### src/rtl/serial_sub_pkg.sv
// serial_sub_pkg: shared types and constants for the bit-serial subtractor.
// Optional feature macro used by serial_sub_unit: SERIAL_SUB_OVF_EN.
package serial_sub_pkg;

  // Default operand/result width; legal range is 2..32.
  localparam int DEFAULT_WIDTH = 8;

  // Controller states: wait for operands, shift one bit per clock, hold result.
  typedef enum logic [1:0] {
    IDLE  = 2'd0,
    SHIFT = 2'd1,
    DONE  = 2'd2
  } state_t;

endpackage

### src/rtl/half_sub_cell.sv
// half_sub_cell: combinational half subtractor, d = x - y with borrow out.
// Two of these plus an OR on the borrows form one full-subtractor bit.
module half_sub_cell (
  input  logic i_x,
  input  logic i_y,
  output logic o_d,
  output logic o_bo
);

  assign o_d  = i_x ^ i_y;
  assign o_bo = ~i_x & i_y;

endmodule

### src/rtl/serial_sub_unit.sv
// serial_sub_unit: bit-serial WIDTH-bit subtractor, diff = a - b, LSB first.
// Handshakes: a transfer happens on a rising clk edge where valid && ready are
// both high; the producer holds its data and valid until ready is seen.
// Optional feature: define SERIAL_SUB_OVF_EN to add the two's-complement
// overflow output ovf (captured with the final bit, held with out_valid).
module serial_sub_unit
  import serial_sub_pkg::*;
#(
  parameter int WIDTH = DEFAULT_WIDTH
) (
  input  logic             clk,
  input  logic             rst_n,
  input  logic             in_valid,
  output logic             in_ready,
  input  logic [WIDTH-1:0] a,
  input  logic [WIDTH-1:0] b,
  output logic             out_valid,
  input  logic             out_ready,
  output logic [WIDTH-1:0] diff,
  output logic             borrow_out,
  output logic             busy,
  output logic [1:0]       o_dbg_state
`ifdef SERIAL_SUB_OVF_EN
  ,
  output logic             ovf
`endif
);

  localparam int             CW   = (WIDTH > 1) ? $clog2(WIDTH) : 1;
  localparam logic [CW-1:0]  LAST = CW'(WIDTH - 1);

  state_t           r_state;
  state_t           w_next;
  logic [WIDTH-1:0] r_a_sr;
  logic [WIDTH-1:0] r_b_sr;
  logic [WIDTH-2:0] r_diff_sr;
  logic [WIDTH-1:0] r_diff;
  logic             r_borrow;
  logic [CW-1:0]    r_cnt;
  logic             r_brw;

  logic             w_d1;
  logic             w_bo1;
  logic             w_d;
  logic             w_bo2;
  logic             w_nb;
  logic             w_accept;
  logic             w_shift;
  logic             w_last;
  logic [WIDTH-1:0] w_diff_nx;

`ifdef SERIAL_SUB_OVF_EN
  logic             r_a_msb;
  logic             r_b_msb;
  logic             r_ovf;
`endif

  // Per-bit full subtractor: (a - b) then minus the running borrow.
  half_sub_cell u_hs_ab (
    .i_x  (r_a_sr[0]),
    .i_y  (r_b_sr[0]),
    .o_d  (w_d1),
    .o_bo (w_bo1)
  );

  half_sub_cell u_hs_brw (
    .i_x  (w_d1),
    .i_y  (r_brw),
    .o_d  (w_d),
    .o_bo (w_bo2)
  );

  assign w_nb      = w_bo1 | w_bo2;
  assign w_accept  = in_valid && (r_state == IDLE);
  assign w_shift   = (r_state == SHIFT);
  assign w_last    = w_shift && (r_cnt == LAST);
  // New bit enters at the top; after the last shift this is the whole result.
  assign w_diff_nx = {w_d, r_diff_sr};

  // State register.
  always_ff @(posedge clk or negedge rst_n) begin
    if (!rst_n) r_state <= IDLE;
    else        r_state <= w_next;
  end

  // Next-state and handshake/status outputs decoded from the current state.
  always_comb begin
    w_next    = r_state;
    in_ready  = 1'b0;
    out_valid = 1'b0;
    busy      = 1'b0;
    case (r_state)
      IDLE: begin
        in_ready = 1'b1;
        if (in_valid) w_next = SHIFT;
      end
      SHIFT: begin
        busy = 1'b1;
        if (r_cnt == LAST) w_next = DONE;
      end
      DONE: begin
        out_valid = 1'b1;
        if (out_ready) w_next = IDLE;
      end
      default: w_next = IDLE;
    endcase
  end

  // Datapath: load operands on accept, shift one bit per SHIFT cycle,
  // capture the result on the final bit and hold it afterwards.
  always_ff @(posedge clk or negedge rst_n) begin
    if (!rst_n) begin
      r_a_sr    <= '0;
      r_b_sr    <= '0;
      r_diff_sr <= '0;
      r_diff    <= '0;
      r_borrow  <= 1'b0;
      r_cnt     <= '0;
      r_brw     <= 1'b0;
`ifdef SERIAL_SUB_OVF_EN
      r_a_msb   <= 1'b0;
      r_b_msb   <= 1'b0;
      r_ovf     <= 1'b0;
`endif
    end else if (w_accept) begin
      r_a_sr    <= a;
      r_b_sr    <= b;
      r_diff_sr <= '0;
      r_cnt     <= '0;
      r_brw     <= 1'b0;
`ifdef SERIAL_SUB_OVF_EN
      r_a_msb   <= a[WIDTH-1];
      r_b_msb   <= b[WIDTH-1];
`endif
    end else if (w_shift) begin
      r_a_sr    <= r_a_sr >> 1;
      r_b_sr    <= r_b_sr >> 1;
      r_diff_sr <= w_diff_nx[WIDTH-1:1];
      r_brw     <= w_nb;
      r_cnt     <= r_cnt + 1'b1;
      if (w_last) begin
        r_diff   <= w_diff_nx;
        r_borrow <= w_nb;
`ifdef SERIAL_SUB_OVF_EN
        // The last bit produced is the result MSB.
        r_ovf    <= (r_a_msb != r_b_msb) && (w_d != r_a_msb);
`endif
      end
    end
  end

  assign diff        = r_diff;
  assign borrow_out  = r_borrow;
  assign o_dbg_state = r_state;
`ifdef SERIAL_SUB_OVF_EN
  assign ovf         = r_ovf;
`endif

endmodule
### config.mk
export PLATFORM = sky130hd
export DESIGN_NAME = serial_sub_unit
export DESIGN_NICKNAME = d
export VERILOG_FILES = /design/src/rtl/serial_sub_pkg.sv /design/src/rtl/half_sub_cell.sv /design/src/rtl/serial_sub_unit.sv
export SDC_FILE = /design/constraint.sdc
export NUM_CORES = 1
export LEC_CHECK = 0
export ABC_AREA = 1
export CAP_MARGIN = 15
export CORE_UTILIZATION = 30
export CTS_CLUSTER_SIZE = 14
export DETAILED_ROUTE_END_ITERATION = 8
export PLACE_DENSITY = 0.61
export SETUP_SLACK_MARGIN = 0.5
export SYNTH_ARGS = -nofsm -noshare
export SYNTH_HDL_FRONTEND = slang
export SYNTH_SLANG_ARGS = --single-unit
### constraint.sdc
create_clock -name clk -period 3.1 [get_ports clk]
set_input_delay 0.62 -clock clk [delete_from_list [all_inputs] [get_ports clk]]
set_output_delay 0.62 -clock clk [all_outputs]
set_load 0.02 [all_outputs]
==> results of run 1 <==
-- power by group through the flow --
| stage | combinational [mW] | sequential (mW) | clock, mW |
|---|---|---|---|
| CTS | 0.742 | 0.820 | 0.366 |
| global route | 0.837 | 0.853 | 0.384 |
| finish | 0.725 | 0.819 | 0.351 |
| global placement | 0.729 | 0.826 | 0 |
| detailed placement | 0.740 | 0.827 | 0 |
| floorplan | 0.487 | 0.854 | 0 |
-- kinds of logic after synthesis --
| family | count (synthesis) |
|---|---|
| adders and majority gates | 3 |
| DFF | 38 |
| AOI/OAI and AO/OA | 5 |
| and+or+nand+nor | 125 |
| buffers and inverters | 14 |
-- sequential cells by signal, summed over array words and instances (netlist names) --
signal,cells
diff,8
o_dbg_state,2
borrow_out,1
r_brw,1
r_cnt,3
r_diff_sr,7
r_a_sr,8
r_b_sr,8
-- final cells by class --
cell class                      instances  area (sq um)  area share, %
Inverter                                6         22.52          1.057
Clock buffer                            7         86.33          4.052
Tap cell                               70         87.58          4.110
Timing Repair Buffer                   35         340.3          15.97
Multi-Input combinational cell        133         638.1          29.95
Sequential cell                        38         950.9          44.63
Clock inverter                          1         5.005         0.2349
-- cells in the mapped netlist --
master / number
o31ai_1: 1
buf_6: 3
nor2_1: 1
nand2_1: 87
buf_4: 3
nor2_4: 3
ha_1: 2
inv_1: 4
o21ai_0: 3
nand3_1: 27
inv_2: 2
dfrtp_1: 38
o21ai_4: 1
nand3_2: 3
nand2_2: 4
fa_1: 1
buf_2: 2
-- layer usage --
metal  track usage, %  wire [um]
met1            17.65       1678
met2            19.82       1382
met3            3.929        145
met4            6.923         85
met5                0          0
-- how the worst max path moves through the flow --
stage / slack [ns] / start / cells after the start / end
after floorplan: 1.49 / o_dbg_state[0] / 4 / busy
after global placement: 0.96 / o_dbg_state[0] / 2 / in_ready
after detailed placement: 0.93 / o_dbg_state[0] / 2 / in_ready
after CTS: 0.60 / o_dbg_state[0] / 2 / in_ready
after global routing: 0.51 / o_dbg_state[0] / 2 / in_ready
final: 0.63 / o_dbg_state[0] / 2 / in_ready
-- metrics by stage --
step	hold WS [ns]	total power, mW	instance area (sq um)	utilization [%]	setup slack, ns
after global routing	0.5050	2.074	2131	40.68	0.5131
after detailed placement	0.4640	1.567	2039	38.94	0.9325
after global placement	0.4567	1.555	2039	38.94	0.9621
final	0.4273	1.896	2131	40.68	0.6279
after CTS	0.4587	1.929	2131	40.68	0.5965
after floorplan	0.3244	1.340	1678	-	1.495
-- worst reg2reg max path: stages (launching register included) --
cell,delay (ns)
dfrtp_1,0.54
inv_2,0.08
nor2_4,0.11
buf_4,0.27
nand2_2,0.21
nand2_1,0.11
nand2_1,0.06
==> results_dict.tcl, run 1 <==
set metrics [dict create \
    yosys-top-cells-area "dfrtp_1, nand2_1, nand3_1, buf_6, nor2_4" \
    final_common_cell "nand2_1" \
    netSwitchingFraction_pct 38.06 \
    rows 26 \
    fmax_mhz 404.5 \
    worst_path_largest_cell_delay_ns 0.68 \
    grt_pass1_wl_mm 6.078 \
    grt_max_degree 39 \
    crit_slowest_cell "clkdlybuf4s50_1" \
    reg2reg_slack_ns 1.62 \
    min_period_ns 2.472 \
    seq_power_share_pct 43.2 \
    yosysWarnings 0 \
    startpoint_type "register" \
    cts_resized 0 \
    crit_required_ns 2.48 \
    syn_area_sq_mm 0.001678 \
    power.density_mw_per_mm2 889.9 \
    hold_class "input pin to asynchronous set/reset pin" \
    postCtsSetupBuffers 0 \
    syn_inst 185 \
    clk_path_buf_depth 2 \
    r2r_start "o_dbg_state[0]" \
    n_fill_cell 521 \
    r2r-end "diff[4]" \
    synth.top_cell.area_share_pct 56.67 \
    core-area_sq_mm 0.005238 \
    switching_power_mw 0.7217 \
    cts_tree "yes" \
    syn2layout_area_growth_pct 26.99 \
    fin_cells 290 \
    antenna_found_initial 0 \
    worstPathMaxFanout 18 \
    nNetsFinal 242 \
    portBuffers 33 \
    endpoint_kind "primary output" \
    clk_pin_slew_ns 0.07 \
    drc 0 \
    gp_congestion 0.7351 \
    num_antenna_cells 0 \
    holdBufCountCts 0 \
    yosys.area_share.simple_pct 33.04 \
    peakVddDrop_mv 0.2557 \
    syn_avg_cell_area_sq_um 9.070 \
    synth_compound_area_share_pct 2.312 \
    finalSetupViolCount 0 \
    start_util_pct 32.04 \
    num_vias 1261 \
    synth_top_family_by_area "simple AND/OR/NAND/NOR gates" \
    cell_internal_pwr_mw 1.174 \
    cts_buffers 5 \
    drt-pass1-iter-count 4 \
    drt-vias-per-instance 4.348 \
    synth_xor_area_share_pct 0 \
    drt_iter0_drc 75 \
    ys_ff_latch 38 \
    final_cell_mix "nand2_1, dfrtp_1, clkdlybuf4s50_1, nand3_1, clkbuf_8" \
    slew_headroom_pct 43.22 \
    r2r_cells 6 \
    postRouteAntennaNets 0 \
    grt_usage_pct 13.41 \
    rsz0062_at_grt "false" \
    crit_path_cell_trace "nor2_4 -> clkdlybuf4s50_1" \
    wire_per_inst_um 11.35 \
    seq_area_frac_synth_pct 56.67 \
    worstSetupPathType "register to primary output" \
    ios 34 \
    muxShareOfSynthArea_pct 0 \
    drive_gt1_share_pct 10.45 \
    drt_wl_total_mm 3.292 \
    globalRoute.totalOverflow 0 \
    drv_cap 0 \
    yosys.area.top_type "dfrtp_1" \
    crit_buf_inv 1 \
    syn_nets 208 \
    worstSkewPairLatency_ns 0.29 \
    htree_levels 2 \
    grt_pass1_vias 1286 \
    comb_power_share_pct 38.3 \
    hpwl_mm 2.173 \
    p_leak_nw 1.046 \
    die-area_sq_mm 0.005896 \
    die_h_um 76.79 \
    crit_family "buffers and inverters" \
    tns_ns 0 \
    hold_viol 0 \
    cts_root_buf "clkbuf_8" \
    synthDistinctLibCells 17 \
    p_clk_share_pct 18.5 \
    fin_crit_sh_pct 79.75 \
    dpl.cell_count 282 \
    worst-endpoint-arrival_ns 1.85 \
    die_w_um 76.79 \
    worst_slew_pin_slew_ns 0.8517 \
    slew_viol_final 0 \
    status "finished clean" \
    clkSinkCount 38 \
    clock_skew_ns 0.007941 \
    synth_fa_ha_area_share_pct 2.685 \
]
(Power assumes the default switching activity.)
==> run 2, diff against run 1 <==
Clock period 3.1 ns to 2.35 ns, I/O delays scaled along.
==> results_dict.tcl, run 2 (same netlist as run 1, synthesis figures left out) <==
set metrics [dict create \
    rows 26 \
    wire_per_inst_um 11.43 \
    worst-endpoint-arrival_ns 1.28 \
    endpoint_kind "primary output" \
    comb_power_share_pct 39.4 \
    tns_ns 0 \
    seq_power_share_pct 43.6 \
    cts_root_buf "clkbuf_8" \
    cts_buffers 5 \
    drc 0 \
    switching_power_mw 0.9556 \
    drt_iter0_drc 96 \
    portBuffers 33 \
    die_h_um 76.79 \
    power.density_mw_per_mm2 1160 \
    hold_class "input pin to asynchronous set/reset pin" \
    core-area_sq_mm 0.005238 \
    worstSetupPathType "register to primary output" \
    startpoint_type "register" \
    holdWs_ns 0.2679 \
    use_met1_pct 16.12 \
    worst_path_largest_cell_delay_ns 0.44 \
    clock_skew_ns 0.004746 \
    startpoint "o_dbg_state[1]" \
    drt_wl_total_mm 3.325 \
    p_leak_nw 1.059 \
    r2r_cells 6 \
    syn2layout_area_growth_pct 27.52 \
    num_vias 1287 \
    fin_crit_sh_pct 74.63 \
    num_antenna_cells 0 \
    antenna_found_initial 0 \
    post_dp_cell_area_sq_mm 0.002067 \
    worstSkewPairLatency_ns 0.29 \
    r2r-end "diff[4]" \
    crit_slowest_cell "dfrtp_2" \
    min_period_ns 1.754 \
    netSwitchingFraction_pct 38.51 \
    die_w_um 76.79 \
    gr-usage-met3_pct 4.048 \
    crit_path_cell_trace "inv_2 -> nor2_1 -> clkdlybuf4s15_1" \
    cell_internal_pwr_mw 1.526 \
    final_cell_mix "nand2_1, dfrtp_1, nand3_1, clkdlybuf4s50_1, clkbuf_8" \
    ios 34 \
    worstPathMaxFanout 4 \
    grt.busiest_layer "met2" \
    start_util_pct 32.04 \
    drv_cap 0 \
    clkSinkCount 38 \
    grt_pass1_wl_mm 5.940 \
    dpl.cell_count 284 \
    multiInputGateArea_sq_um 638.1 \
    globalRoute.totalOverflow 0 \
    cts_tree "yes" \
    fin_cells 291 \
    n_fill_cell 521 \
    nNetsFinal 244 \
    finalSetupViolCount 0 \
    clk_pin_slew_ns 0.07 \
    drt-vias-per-instance 4.423 \
    grt_usage_pct 12.86 \
    register_area_sq_um 953.4 \
    fmax_mhz 570.2 \
    rsz0062_at_grt "false" \
    drt-pass1-iter-count 4 \
    peakVddDrop_mv 0.3613 \
    final_common_cell "nand2_1" \
    crit_buf_inv 2 \
    postCtsSetupBuffers 0 \
    grt_max_degree 39 \
    status "finished clean" \
    grt_pass1_vias 1296 \
    crit_required_ns 1.88 \
    hold_viol 0 \
    slew_viol_final 0 \
    drive_gt1_share_pct 12.67 \
    die-area_sq_mm 0.005896 \
    slew_headroom_pct 44.51 \
    r2r_start "o_dbg_state[0]" \
    fin_util_pct 40.85 \
    grtUsageMet2_pct 20.54 \
    postRouteAntennaNets 0 \
    hpwl_mm 2.286 \
    p_clk_share_pct 17.0 \
    htree_levels 2 \
    clk_path_buf_depth 2 \
    design_area_sq_mm 0.002140 \
    crit_family "flip-flops" \
    gp_congestion 0.7593 \
    worst_slew_pin_slew_ns 0.8324 \
    reg2reg_slack_ns 0.97 \
]
[run 2: cell count changes in the layout (fill, tap and decap cells not counted), moves of 2 or more]
cell	previous run	this run
clkdlybuf4s50_1	32	27
dfrtp_1	38	36
dlygate4sd2_1	0	3
dfrtp_2	0	2
[run 2: worst max-delay path by stage]
stage | slack [ns] | endpoint | cells past startpoint
2_1_floorplan | 0.89 | busy | 4
3_3_place_gp | 0.50 | in_ready | 2
3_5_place_dp | 0.51 | in_ready | 2
4_1_cts | 0.51 | in_ready | 2
5_1_grt | 0.51 | out_valid | 3
6_report | 0.60 | out_valid | 3
[run 2: per-stage QoR]
stage / setup slack, ns / total power [mW]
floorplan: 0.8947 / 1.768
global placement: 0.5018 / 2.098
detailed placement: 0.5148 / 2.112
CTS: 0.5109 / 2.519
global route: 0.5095 / 2.692
finish: 0.5962 / 2.481
[run 2: power groups by stage]
stage	Combinational, mW	Clock, mW	Sequential [mW]
after floorplan	0.642	0	1.13
after global placement	1.01	0	1.09
after detailed placement	1.02	0	1.09
after CTS	1.00	0.434	1.08
after global routing	1.10	0.469	1.12
final	0.977	0.421	1.08
[run 2: timing repair]
item                                    4_1_cts  5_1_grt
endpoints found under the setup margin        5        2
gates resized for setup                       7        3
hold buffers                                  0        0
[run 2: worst register-to-register path, cell delays in order, from the launching register on]
cell and delay, ns:
dfrtp_2 0.47, inv_2 0.07, nor2_4 0.08, buf_4 0.27
nand2_2 0.22, nand2_1 0.10, nand2_1 0.06
[run 2: area by class of cell]
type / count / share of cell area, %
Clock buffer: 5 / 3.216
Clock inverter: 2 / 0.4678
Inverter: 6 / 1.053
Multi-Input combinational cell: 133 / 29.82
Sequential cell: 38 / 44.56
Tap cell: 70 / 4.094
Timing Repair Buffer: 37 / 16.78
[run 2: per-layer routing]
layer	wire, um	part of all wire, %
met5	0	0
met4	51	1.5
met3	132	4.0
met2	1514	46
met1	1626	49
==> run 3, diff against run 2 <==
Clock period 2.35 ns to 1.8 ns, I/O delays scaled along.
==> results_dict.tcl, run 3 (same netlist as run 1, synthesis figures left out) <==
set metrics [dict create \
    num_antenna_cells 0 \
    crit_slowest_cell "dfrtp_2" \
    clk_pin_slew_ns 0.07 \
    worstPathMaxFanout 5 \
    drt-vias-per-instance 4.406 \
    startpoint_type "register" \
    pre_cts_ws_ns 0.1687 \
    worst_slew_pin_slew_ns 0.3226 \
    start_util_pct 32.04 \
    cts_tree "yes" \
    drt_wl_total_mm 3.621 \
    p_leak_nw 1.127 \
    final_cell_mix "nand2_1, dfrtp_1, nand3_1, clkdlybuf4s50_1, buf_2" \
    grt_usage_pct 13.36 \
    gp_congestion 0.7079 \
    antenna_found_initial 0 \
    holdWs_ns 0.4696 \
    grt_pass1_vias 1302 \
    peakVddDrop_mv 0.4551 \
    globalRoute.totalOverflow 0 \
    htree_levels 2 \
    worst_path_largest_cell_delay_ns 0.47 \
    portBuffers 33 \
    nNetsFinal 250 \
    fin_util_pct 42.38 \
    clkSinkCount 38 \
    rows 26 \
    dpl.cell_count 286 \
    min_period_ns 1.405 \
    worst-endpoint-arrival_ns 1.04 \
    drc 0 \
    power.density_mw_per_mm2 1540 \
    status "finished clean" \
    postRouteAntennaNets 0 \
    die_w_um 76.79 \
    ios 34 \
    hold_class "register to register" \
    core-area_sq_mm 0.005238 \
    syn2layout_area_growth_pct 32.29 \
    crit_family "flip-flops" \
    crit_required_ns 1.44 \
    crit_path_cell_trace "nor2_4 -> buf_6" \
    worstSetupPathType "register to primary output" \
    drt-pass1-iter-count 4 \
    crit_buf_inv 1 \
    cts_buffers 5 \
    drive_gt1_share_pct 21.93 \
    worstSkewPairLatency_ns 0.29 \
    grt_pass1_wl_mm 6.085 \
    setup_ws_ns 0.3951 \
    drv_cap 0 \
    die_h_um 76.79 \
    clk_path_buf_depth 2 \
    fin_crit_sh_pct 78.05 \
    wire_per_inst_um 12.15 \
    hold_viol 0 \
    tns_ns 0 \
    cts_root_buf "clkbuf_8" \
    reg2reg_slack_ns 0.57 \
    fmax_mhz 711.8 \
    fin_cells 298 \
    final_common_cell "nand2_1" \
    slew_headroom_pct 78.49 \
    hpwl_mm 2.401 \
    rsz0062_at_grt "true" \
    drt_iter0_drc 59 \
    num_vias 1313 \
    endpoint_kind "primary output" \
    finalSetupViolCount 0 \
    die-area_sq_mm 0.005896 \
    clock_skew_ns 0.005767 \
    slew_viol_final 0 \
    grt_max_degree 28 \
]
## run 3: cell count changes in the layout (fill, tap and decap cells not counted), moves of 2 or more
cell,delta
buf_2,+10
clkdlybuf4s50_1,-9
buf_6,+5
clkbuf_8,+3
dlygate4sd2_1,-3
buf_4,+2
clkinv_2,-2
nor2_4,+2
## run 3: repair_timing
action | in CTS | in global routing
hold endpoints to repair | 12 | 0
hold buffers | 1 | 0
pin swaps | 1 | 2
resized for setup | 58 | 14
cloned | 0 | 1
setup endpoints to repair | 24 | 21
setup buffers | 1 | 1
## run 3: tightest hold or removal path: stages, from the launching register on
cell and delay [ns]:
dfrtp_1 0.35, nand2_1 0.05, nand2_1 0.04
## run 3: where the power goes
group | switching, mW | internal [mW] | total, mW
registers | 0.216 | 1.19 | 1.41
clock network | 0.289 | 0.387 | 0.675
logic | 0.796 | 0.540 | 1.34
total | 1.30 | 2.12 | 3.42
## run 3: final cells by class
type	instances	area, sq um
clock buffer	8	110.1
timing repair buffer	42	379.1
fill	549	3018
tap	70	87.58
sequential	38	953.4
inverter	6	25.02
multi-input combinational	134	664.4
## run 3: path summary, 6_finish.rpt
check / from / end / depth (start not counted)
worst max-delay path: o_dbg_state[0] / in_ready / 2
worst min-delay path: borrow_out / borrow_out / 2
worst max register to register: o_dbg_state[1] / diff[4] / 5
worst min register to register: borrow_out / borrow_out / 2
max in group asynchronous: rst_n / o_dbg_state[0] / 3
min in group asynchronous: rst_n / r_diff_sr[0] / 2
## run 3: through the flow
stage	total power, mW	area (sq um)
finish	3.419	2220
global route	3.682	2220
CTS	3.477	2227
detailed placement	2.785	2098
global placement	2.753	2098
floorplan	2.322	1685
## run 3: metal layers
layer	up-vias	part of all wire (%)	GRT usage [%]
li1	666	-	-
met1	613	47	16.92
met2	29	48	21.52
met3	5	3.7	3.333
met4	0	1.4	5.769
met5	-	0	0
